### src/rtl/cla_sub_pipe_if.sv
// Streaming operand/result bundle for the pipelined subtractor.
// The master side drives operands and consumer-ready; the slave side is the subtractor.
interface cla_sub_pipe_if #(
   parameter int WIDTH = 32
);
   logic             in_valid;
   logic             in_ready;
   logic [WIDTH-1:0] A;
   logic [WIDTH-1:0] B;
   logic             iniB;
   logic             out_valid;
   logic             out_ready;
   logic [WIDTH-1:0] Diff;
   logic             Borrow;
   logic             Ovf;

   modport master (
      output in_valid, A, B, iniB, out_ready,
      input  in_ready, out_valid, Diff, Borrow, Ovf
   );

   modport slave (
      input  in_valid, A, B, iniB, out_ready,
      output in_ready, out_valid, Diff, Borrow, Ovf
   );
endinterface

### src/rtl/cla_sub_pipe.sv
// Three-stage pipelined subtractor: Diff = A - B - iniB computed as A + ~B + ~iniB,
// carries resolved by a kgp prefix network split between stage 1 and stage 2.
module cla_sub_pipe #(
   parameter int WIDTH = 32,
   parameter int SPLIT = 2
) (
   input logic           clk,
   input logic           rst,
   cla_sub_pipe_if.slave bus
);
   localparam int LOG_W = $clog2(WIDTH);

   typedef struct packed {
      logic [WIDTH-1:0] g;
      logic [WIDTH-1:0] p;
   } kgp_t;

   // Applies prefix levels first..last-1 (distance 1 << level); bits below the
   // distance keep their pair because the shifted-in operand is masked off.
   function automatic kgp_t prefix_levels(input kgp_t in_kgp, input int first, input int last);
      kgp_t             cur;
      kgp_t             nxt;
      logic [WIDTH-1:0] hi_mask;
      cur = in_kgp;
      for (int l = first; l < last; l++) begin
         hi_mask = {WIDTH{1'b1}} << (1 << l);
         nxt.g   = ((cur.g << (1 << l)) & cur.p) | cur.g;
         nxt.p   = ((((cur.p << (1 << l)) & cur.p) | cur.g) & hi_mask) | (cur.p & ~hi_mask);
         cur     = nxt;
      end
      return cur;
   endfunction

   // Stage valids and output registers
   logic             s1_valid_q, s2_valid_q, out_valid_q;
   logic [WIDTH-1:0] diff_q;
   logic             borrow_q, ovf_q;

   // Stage data registers
   kgp_t             s1_kgp_q, s2_kgp_q;
   logic [WIDTH-1:0] s1_x_q, s2_x_q;
   logic             s1_c0_q, s2_c0_q;
   logic             s1_amsb_q, s1_bmsb_q, s2_amsb_q, s2_bmsb_q;

   logic             s1_en, s2_en, s3_en, in_fire;
   logic [WIDTH-1:0] b_inv;
   logic             c0_d;
   kgp_t             gen_kgp, s1_kgp_d, s2_kgp_d;
   logic [WIDTH:0]   carry;
   logic [WIDTH-1:0] s3_diff_d;
   logic             s3_borrow_d, s3_ovf_d;

   // A stage loads when empty or when its occupant moves on this cycle, so the
   // ready chain runs combinationally from out_ready back to in_ready.
   assign s3_en        = !out_valid_q || bus.out_ready;
   assign s2_en        = !s2_valid_q || s3_en;
   assign s1_en        = !s1_valid_q || s2_en;
   assign bus.in_ready = !rst && s1_en;
   assign in_fire      = bus.in_valid && bus.in_ready;

   // NOTE: every variable written in this block is assigned before any partial
   // update, so no latch can be inferred.
   always_comb begin
      b_inv        = ~bus.B;
      c0_d         = ~bus.iniB;
      gen_kgp.g    = bus.A & b_inv;
      gen_kgp.p    = bus.A | b_inv;
      gen_kgp.g[0] = (bus.A[0] & b_inv[0]) | (c0_d & (bus.A[0] | b_inv[0]));
      gen_kgp.p[0] = gen_kgp.g[0];
   end

   assign s1_kgp_d = prefix_levels(gen_kgp, 0, SPLIT);
   assign s2_kgp_d = prefix_levels(s1_kgp_q, SPLIT, LOG_W);

   assign carry       = {s2_kgp_q.g & s2_kgp_q.p, s2_c0_q};
   assign s3_diff_d   = s2_x_q ^ carry[WIDTH-1:0];
   assign s3_borrow_d = ~carry[WIDTH];
   assign s3_ovf_d    = (s2_amsb_q != s2_bmsb_q) && (s3_diff_d[WIDTH-1] != s2_amsb_q);

   always_ff @(posedge clk) begin
      if (rst) begin
         s1_valid_q  <= 1'b0;
         s2_valid_q  <= 1'b0;
         out_valid_q <= 1'b0;
         diff_q      <= '0;
         borrow_q    <= 1'b0;
         ovf_q       <= 1'b0;
      end else begin
         if (s1_en) s1_valid_q <= in_fire;
         if (s2_en) s2_valid_q <= s1_valid_q;
         if (s3_en) begin
            out_valid_q <= s2_valid_q;
            if (s2_valid_q) begin
               diff_q   <= s3_diff_d;
               borrow_q <= s3_borrow_d;
               ovf_q    <= s3_ovf_d;
            end
         end
      end
   end

   // NOTE: intermediate data registers are deliberately left unreset; their
   // contents are only ever observed behind a stage valid bit that is reset.
   always_ff @(posedge clk) begin
      if (in_fire) begin
         s1_kgp_q  <= s1_kgp_d;
         s1_x_q    <= bus.A ^ b_inv;
         s1_c0_q   <= c0_d;
         s1_amsb_q <= bus.A[WIDTH-1];
         s1_bmsb_q <= bus.B[WIDTH-1];
      end
      if (s2_en && s1_valid_q) begin
         s2_kgp_q  <= s2_kgp_d;
         s2_x_q    <= s1_x_q;
         s2_c0_q   <= s1_c0_q;
         s2_amsb_q <= s1_amsb_q;
         s2_bmsb_q <= s1_bmsb_q;
      end
   end

   assign bus.out_valid = out_valid_q;
   assign bus.Diff      = diff_q;
   assign bus.Borrow    = borrow_q;
   assign bus.Ovf       = ovf_q;
endmodule

### src/flat_wrapper.sv
// flat-port wrapper written by rule: the top's interface ports become plain ports
module cla_sub_pipe_flat 
#(
   parameter int WIDTH = 32,
   parameter int SPLIT = 2
)
  (clk, rst, bus_in_valid, bus_A, bus_B, bus_iniB, bus_out_ready, bus_in_ready, bus_out_valid, bus_Diff, bus_Borrow, bus_Ovf);
  cla_sub_pipe_if #(.WIDTH(WIDTH)) bus_i ();
  input logic clk;
  input logic rst;
  input wire logic [$bits(bus_i.in_valid)-1:0] bus_in_valid;
  input wire logic [$bits(bus_i.A)-1:0] bus_A;
  input wire logic [$bits(bus_i.B)-1:0] bus_B;
  input wire logic [$bits(bus_i.iniB)-1:0] bus_iniB;
  input wire logic [$bits(bus_i.out_ready)-1:0] bus_out_ready;
  output wire logic [$bits(bus_i.in_ready)-1:0] bus_in_ready;
  output wire logic [$bits(bus_i.out_valid)-1:0] bus_out_valid;
  output wire logic [$bits(bus_i.Diff)-1:0] bus_Diff;
  output wire logic [$bits(bus_i.Borrow)-1:0] bus_Borrow;
  output wire logic [$bits(bus_i.Ovf)-1:0] bus_Ovf;
  assign bus_i.in_valid = bus_in_valid;
  assign bus_i.A = bus_A;
  assign bus_i.B = bus_B;
  assign bus_i.iniB = bus_iniB;
  assign bus_i.out_ready = bus_out_ready;
  assign bus_in_ready = bus_i.in_ready;
  assign bus_out_valid = bus_i.out_valid;
  assign bus_Diff = bus_i.Diff;
  assign bus_Borrow = bus_i.Borrow;
  assign bus_Ovf = bus_i.Ovf;
  cla_sub_pipe #(.WIDTH(WIDTH), .SPLIT(SPLIT)) u_core (.clk(clk), .rst(rst), .bus(bus_i));
endmodule
### config.mk
export PLATFORM = sky130hd
export DESIGN_NAME = cla_sub_pipe_flat
export DESIGN_NICKNAME = d
export VERILOG_FILES = /design/src/rtl/cla_sub_pipe_if.sv /design/src/rtl/cla_sub_pipe.sv /design/src/flat_wrapper.sv
export SDC_FILE = /design/constraint.sdc
export NUM_CORES = 1
export LEC_CHECK = 0
export ABC_AREA = 1
export CAP_MARGIN = 20
export CORE_ASPECT_RATIO = 0.5
export CORE_MARGIN = 4
export CORE_UTILIZATION = 60
export DETAILED_ROUTE_END_ITERATION = 8
export PLACE_DENSITY_LB_ADDON = 0.12
export SYNTH_ARGS = -nofsm -noshare
export SYNTH_HDL_FRONTEND = slang
export SYNTH_SLANG_ARGS = --single-unit
### constraint.sdc
create_clock -name clk -period 9.44 [get_ports clk]
set_input_delay 1.416 -clock clk [delete_from_list [all_inputs] [get_ports clk]]
set_output_delay 1.416 -clock clk [all_outputs]
set_load 0.02 [all_outputs]
### Word-level counts from Yosys, hierarchy flattened

Cells that the tools add are included.

* logic and storage cells: 69
* input bits: 69
* flip-flop bits (word level): 235
* output and inout bits: 36

* reductions and logical operators: 12
* eq/ne operators: 2
* bitwise operators: 37

Operator list (count)
* $and 32x32->32: 12
* $or 32x32->32: 11
* $xor 32x32->32: 2
* $not 32->32: 1
* $or 32x1->32: 1
* $or 32x16->32: 1
* $or 32x2->32: 1
* $or 32x4->32: 1
* $or 32x8->32: 1
* $logic_and 1x1->1: 4
* $logic_not 1->1: 4
* $logic_or 1x1->1: 3
* $and 1x1->1: 2
* $ne 1x1->1: 2
* $not 1->1: 2
* $or 1x1->1: 2
* $reduce_and 2->1: 1

### Longest topological paths before layout

Gate-level depths: netlist of the first run.

* word-level depth: 10
* depth in mapped cells: 7

### Worst setup path before layout of the first run

OpenSTA, ideal clock, no wires.

* path kind: input port to flip-flop
* from: input port rst
* to: register u_core.s1_amsb_q, enable pin
* arrival time: 5671 ps
* library setup time: 549 ps
* required time: 8891 ps
* stages: 4
* setup slack: 3220 ps
* path through: buf_2 -> inv_1 -> nand2_1 -> nor2_1

* longest elaborated chain between the ends: 3

Ends and longest elaborated chain
* start: declaration: line flat_wrapper.sv:10 `input logic rst;`
* $logic_not 1->1: line cla_sub_pipe.sv:58 `assign bus.in_ready = !rst && s1_en;`
* $logic_and 1x1->1: line cla_sub_pipe.sv:58
* $logic_and 1x1->1: line cla_sub_pipe.sv:59 `assign in_fire = bus.in_valid && bus.in_ready;`
* via u_core.in_fire: line cla_sub_pipe.sv:45 `logic s1_en, s2_en, s3_en, in_fire;`
* end signal: assignment: line cla_sub_pipe.sv:109 `s1_amsb_q <= bus.A[WIDTH-1];`
* end: declaration: line cla_sub_pipe.sv:43 `logic s1_amsb_q, s1_bmsb_q, s2_amsb_q, s2_bmsb_q;`

The timed path passes the listed nets, and every way through them passes these cells.
A chain may end at the register's enable or synchronous reset.

### Worst setup path in the final report of the first run

* from: input port rst
* to: output port bus_in_ready

* longest elaborated chain between the ends: 2

Ends and longest elaborated chain
* $logic_not 1->1: line cla_sub_pipe.sv:58
* $logic_and 1x1->1: line cla_sub_pipe.sv:58
* end: declaration: line flat_wrapper.sv:16 `output wire logic [$bits(bus_i.in_ready)-1:0] bus_in_ready;`

Every way passes these cells.

==> results.py, run 1 <==
metrics = {
    "sta": {
        "setup_tns_ns": 0,
        "max_slew_margin": 0.317,
        "skew_ns": 0.0125,
        "worstMarginPinSlew_ns": 1.02,
        "drv_slew": 0,
        "finalHoldViolations": 0,
        "setup-violations-final": 0,
        "rsz0062_at_grt": "no",
        "period_needed_ns": 4.58,
        "fmax_mhz": 218,
        "post-route-period-util": 0.485,
    },
    "logic_synthesis": {
        "ys_seq_elements": 199,
        "synth_area_leaders": "edfxtp_1, ha_1, nand2_1",
        "syn_area_per_cell_um2": 10.6,
        "netlist_area_um2": 9220,
        "ys_types": 22,
        "synth_top_area_frac": 0.527,
        "yosys_warnings": 0,
        "syn_inst": 867,
        "yosys.area.top_type": "edfxtp_1",
        "yosysSeqAreaShare": 0.608,
        "synth_fp_nets": 1000,
    },
    "layout": {
        "drive_gt1_frac": 0.0693,
        "mostFrequentLayoutCells": "nand2_1, edfxtp_1, inv_1",
        "nets": 1115,
        "diodes": 0,
        "final_common_cell": "nand2_1",
        "syn2layout_area_growth_pct": 19.5,
        "final_util": 0.748,
        "instances_no_fill": 1193,
    },
    "clock_network": {
        "cts-root-buf": "clkbuf_16",
        "clk_path_buf_depth": 2,
        "cts_tree": "built",
        "clkSinkCount": 199,
        "post_cts_resized": 0,
        "ctsHoldBuffers": 0,
        "path_clk_slew_ns": 0.07,
        "htree_levels": 4,
        "cts_made_buffers": 17,
        "insertion_delay_ns": 0.42,
        "post_cts_buffers": 0,
    },
    "grt": {
        "grt_pass1_wl_mm": 29.4,
        "grt_max_degree": 76,
        "grt_overflow": 0,
        "grt_pass1_vias": 5991,
        "antenna_found_initial": 0,
        "grt_use_total": 0.220,
    },
    "route": {
        "first_iter_violations": 547,
        "dr.pass1.iters": 5,
        "viasPerCell": 5.24,
        "drc": 0,
        "wire_per_inst_um": 15.9,
        "finalWirelength_mm": 19.0,
        "via_count": 6255,
        "antenna_left": 0,
    },
    "power_and_ir_drop": {
        "pwr-share-seq": 0.534,
        "ir_drop_mv": 0.140,
        "p_clk_frac": 0.354,
        "power.density_nw_per_um2": 178,
        "combPwrFrac": 0.112,
        "p_int_mw": 1.47,
        "p_sw_mw": 0.495,
        "leakagePower_nw": 4.62,
        "swShare": 0.252,
    },
    "placement": {
        "gp_congestion": 0.848,
        "dp_hpwl_mm": 13.7,
        "port_buffers": 104,
        "dp.cells": 1161,
    },
    "worst_setup_path": {
        "worst_setup_path_start_kind": "primary input",
        "arrival_ns": 3.16,
        "crit_type": "in2out",
        "path_max_fanout": 37,
        "r2r_cells": 4,
        "required_ns": 8.02,
        "endpoint_kind": "output port",
    },
    "die": {
        "initial_utilization": 0.626,
        "die_width_um": 183,
        "die-area_um2": 17500,
        "fp.dieH_um": 95.7,
        "std_cell_rows": 31,
        "core-area_um2": 14700,
        "ios": 105,
    },
    "hold_path": {
        "hold_class": "reg2reg",
        "hold_path_depth": 0,
    },
    "flow_run": {
        "maxCapViolCount": 0,
    },
    "run_status": {
        "status": "finished, final reports clean",
    },
}
[per-stage QoR]
stage	setup WS [ns]	instance area (um2)	hold slack, ns	power, mW
finish	4.86	11000	0.417	1.97
detailed placement	4.90	10500	0.405	1.29
global placement	4.93	10500	0.402	1.28
floorplan	3.22	9220	0.400	1.19
global route	4.74	11000	0.426	2.05
CTS	4.86	11000	0.416	1.97
[state kept, by name, indices dropped and copies added (netlist names), 32 cells and up]
name / cells
u_core.s2_kgp_q: 32
u_core.s2_x_q: 32
u_core.s1_kgp_q: 60
u_core.s1_x_q: 32
u_core.bus.Diff: 32
[synthesized netlist by cell type]
| master | n |
|---|---|
| nand3_1 | 7 |
| inv_1 | 156 |
| dfxtp_1 | 37 |
| buf_4 | 3 |
| nand2_2 | 1 |
| o21ai_0 | 56 |
| a21o_1 | 4 |
| o21bai_1 | 2 |
| nand2_1 | 209 |
| nand4_1 | 1 |
| xor2_1 | 31 |
| buf_2 | 4 |
| edfxtp_1 | 162 |
| nor2_1 | 37 |
| a21oi_2 | 29 |
| buf_6 | 3 |
| inv_6 | 1 |
| inv_2 | 1 |
| ha_1 | 64 |
| a21boi_0 | 8 |
| nand2_4 | 1 |
| a21oi_1 | 50 |
[per-layer routing]
metal	GRT usage	wire length (um)	part of all wire	up-vias
li1	-	-	-	3054
met1	0.289	8120	0.43	2926
met4	0.0669	294	0.016	0
met5	0	0	0	-
met2	0.374	9150	0.48	244
met3	0.0465	1390	0.073	31
[final cells by class]
| type | count | area [um2] |
|---|---|---|
| clock buffer | 20 | 457 |
| clock inverter | 12 | 114 |
| fill | 1002 | 3710 |
| inverter | 158 | 598 |
| multi-input combinational | 500 | 2950 |
| sequential | 199 | 5610 |
| tap | 198 | 248 |
| timing repair buffer | 106 | 1050 |
[final timing paths]
kind              slack (ns)             endpoint              start
setup reg to reg        7.03  u_core.s1_kgp_q[63]  u_core.s2_valid_q
hold / removal          0.42    u_core.s2_x_q[14]  u_core.s1_x_q[14]
hold reg to reg         0.42    u_core.s2_x_q[14]  u_core.s1_x_q[14]
setup / recovery        4.86         bus_in_ready                rst
[worst max-delay path, stage by stage]
cell             delay, ns
buf_2                 0.76
inv_1                 0.17
nand2_1               0.21
inv_1                 0.06
clkdlybuf4s50_1       0.53
[kinds of logic after synthesis]
family / after synthesis / synth area share
fa+ha+maj: 64 / 0.0868
simple gates: 256 / 0.106
xor+xnor: 31 / 0.0294
compound gates: 149 / 0.0964
flops: 199 / 0.608
buf+inv: 168 / 0.0731
[power by group through the flow]
stage | logic [mW] | clock network [mW] | registers, mW
4_1_cts | 0.220 | 0.704 | 1.05
3_3_place_gp | 0.210 | 0 | 1.07
6_report | 0.220 | 0.696 | 1.05
3_5_place_dp | 0.217 | 0 | 1.07
5_1_grt | 0.247 | 0.744 | 1.05
2_1_floorplan | 0.124 | 0 | 1.07
(Power assumes the default switching activity.)
==> run 2, diff against run 1 <==
--- a/config.mk
+++ b/config.mk
@@ -9,7 +9,7 @@
 export CAP_MARGIN = 20
 export CORE_ASPECT_RATIO = 0.5
 export CORE_MARGIN = 4
-export CORE_UTILIZATION = 60
+export CORE_UTILIZATION = 56
 export DETAILED_ROUTE_END_ITERATION = 8
 export PLACE_DENSITY_LB_ADDON = 0.12
 export SYNTH_ARGS = -nofsm -noshare
==> constraint.sdc (replaced) <==
create_clock -name clk -period 4.8 [get_ports clk]
set_input_delay 0.72 -clock clk [delete_from_list [all_inputs] [get_ports clk]]
set_output_delay 0.72 -clock clk [all_outputs]
set_load 0.02 [all_outputs]
==> run 2 against run 1 <==
Net effect:
- flip-flop and latch count stayed put
- critical path depth grew 1
- combinational power up 96%
- sequential power up 97%
- non-clock buffer count up 1
- utilization down 4.6 points
- worst setup slack worse by 2.9 ns
- register-to-register slack worse by 4.2 ns
- design area increased by 0.51%
- largest cell class unchanged
==> results.py, run 2 (synthesis gave the netlist of run 1 again) <==
metrics = {
    "run_status": {
        "status": "finished, final reports clean",
    },
    "worst_setup_path": {
        "arrival_ns": 2.16,
        "path_cells": "buf_2 > buf_4 > inv_1 > nand2_1 > inv_1 > clkdlybuf4s50_1",
        "path_max_fanout": 37,
        "r2r_cells": 4,
        "crit_type": "in2out",
        "crit-reg2reg-launch": "u_core.s2_valid_q",
        "r2r_slack_ns": 2.85,
        "cp.depth": 6,
        "cp_top_family": "buffers and inverters",
        "worst-path-buf-inv": 5,
        "r2r-end": "u_core.s2_kgp_q[20]",
        "crit_end": "bus_in_ready",
        "timing.critical_path.slowest_cell_delay_ns": 0.54,
        "crit_slowest_cell": "clkdlybuf4s50_1",
        "cp_common_cell": "inv_1",
        "crit_start": "rst",
        "required_ns": 4.08,
        "endpoint_kind": "output port",
        "worst_setup_path_start_kind": "primary input",
    },
    "layout": {
        "drive_gt1_frac": 0.0703,
        "nets": 1116,
        "mostFrequentLayoutCells": "nand2_1, edfxtp_1, inv_1",
        "final_common_cell": "nand2_1",
        "syn2layout_area_growth_pct": 20.1,
        "fin_area_um2": 11100,
        "regMostFlops": "u_core.s1_kgp_q",
        "diodes": 0,
        "largest_reg_flops": 60,
    },
    "placement": {
        "dp_hpwl_mm": 13.9,
        "dp_slack_ns": 1.93,
        "port_buffers": 104,
        "place_area_um2": 10500,
        "gp_congestion": 0.840,
    },
    "power_and_ir_drop": {
        "p_int_mw": 2.92,
        "finalPower_mw": 3.89,
        "swShare": 0.248,
        "power.density_nw_per_um2": 351,
        "p_clk_frac": 0.358,
        "ir_drop_mv": 0.298,
        "leakagePower_nw": 4.64,
        "combPwrFrac": 0.111,
        "p_sw_mw": 0.964,
        "pwr-share-seq": 0.531,
    },
    "sta": {
        "setup_tns_ns": 0,
        "hold_ws_ns": 0.421,
        "drv_slew": 0,
        "max_slew_margin": 0.565,
        "fmax_mhz": 348,
        "rsz0062_at_grt": "no",
        "post-route-period-util": 0.599,
        "worstMarginPinSlew_ns": 0.652,
        "skew_ns": 0.0101,
        "finalHoldViolations": 0,
        "worst_slack_ns": 1.92,
        "period_needed_ns": 2.88,
        "setup-violations-final": 0,
    },
    "die": {
        "ios": 105,
        "std_cell_rows": 32,
        "core-area_um2": 15800,
        "die_width_um": 190,
        "die-area_um2": 18700,
        "fp.dieH_um": 98.8,
        "initial_utilization": 0.585,
    },
    "clock_network": {
        "clk_path_buf_depth": 2,
        "insertion_delay_ns": 0.42,
        "ctsHoldBuffers": 0,
        "clkSinkCount": 199,
        "post_cts_buffers": 0,
        "cts_made_buffers": 17,
        "cts_tree": "built",
        "htree_levels": 4,
        "cts-root-buf": "clkbuf_16",
        "path_clk_slew_ns": 0.07,
        "post_cts_resized": 0,
    },
    "hold_path": {
        "hold_class": "reg2reg",
    },
    "route": {
        "viasPerCell": 5.08,
        "finalWirelength_mm": 18.5,
        "drc": 0,
        "dr.pass1.iters": 5,
        "wire_per_inst_um": 15.2,
        "antenna_left": 0,
        "via_count": 6185,
        "first_iter_violations": 437,
    },
    "grt": {
        "antenna_found_initial": 0,
        "grt_overflow": 0,
        "grt_max_degree": 96,
        "grt_pass1_wl_mm": 29.9,
        "grt_pass1_vias": 5877,
        "grt_use_total": 0.205,
    },
    "flow_run": {
        "maxCapViolCount": 0,
    },
}
## run 2: cell types whose count changed in the layout (fill, tap and decap cells not counted), sizes merged
cell,delta
inv,+3
buf,+1
clkinv,-3
## run 2: cell type report
type / count / area, um2
clock inverters: 12 / 98.8
flip-flops and latches: 199 / 5610
inverters: 158 / 598
well taps: 221 / 277
clock buffers: 20 / 479
fillers: 1186 / 4690
multi-input cells: 500 / 2950
repair buffers: 107 / 1070
## run 2: worst min-delay path by stage
stage               cells after the start          endpoint        startpoint
floorplan                               0  u_core.s2_amsb_q  u_core.s1_amsb_q
global placement                        0  u_core.s2_x_q[4]  u_core.s1_x_q[4]
detailed placement                      0  u_core.s2_x_q[7]  u_core.s1_x_q[7]
CTS                                     0  u_core.s2_x_q[7]  u_core.s1_x_q[7]
global route                            0    u_core.s2_c0_q    u_core.s1_c0_q
finish                                  0  u_core.s2_x_q[7]  u_core.s1_x_q[7]
## run 2: power by group through the flow
stage               sequential [mW]  combinational, mW  clock, mW
CTS                            2.06              0.433       1.41
detailed placement             2.10              0.430          0
global placement               2.10              0.416          0
global route                   2.07              0.487       1.49
finish                         2.07              0.431       1.39
floorplan                      2.09              0.244          0
## run 2: metrics by stage
stage / util / std cells
finish: 0.702 / 1217
global route: 0.702 / 1217
CTS: 0.702 / 1217
detailed placement: 0.666 / 1185
global placement: 0.666 / 1185
floorplan: - / 867
## run 2: per-layer routing
layer / share of wire / global-route usage / up-vias
met5: 0 / 0 / -
met3: 0.062 / 0.0403 / 14
met2: 0.48 / 0.340 / 190
li1: - / - / 3057
met4: 0.0097 / 0.0472 / 0
met1: 0.45 / 0.286 / 2924
## run 2: worst reg2reg max path: cells and delay by family, from the launching register on
family | cells | cell delay, ns
AND/OR/NAND/NOR | 2 | 0.19
buffers and inverters | 2 | 1.02
flip-flops | 1 | 0.35
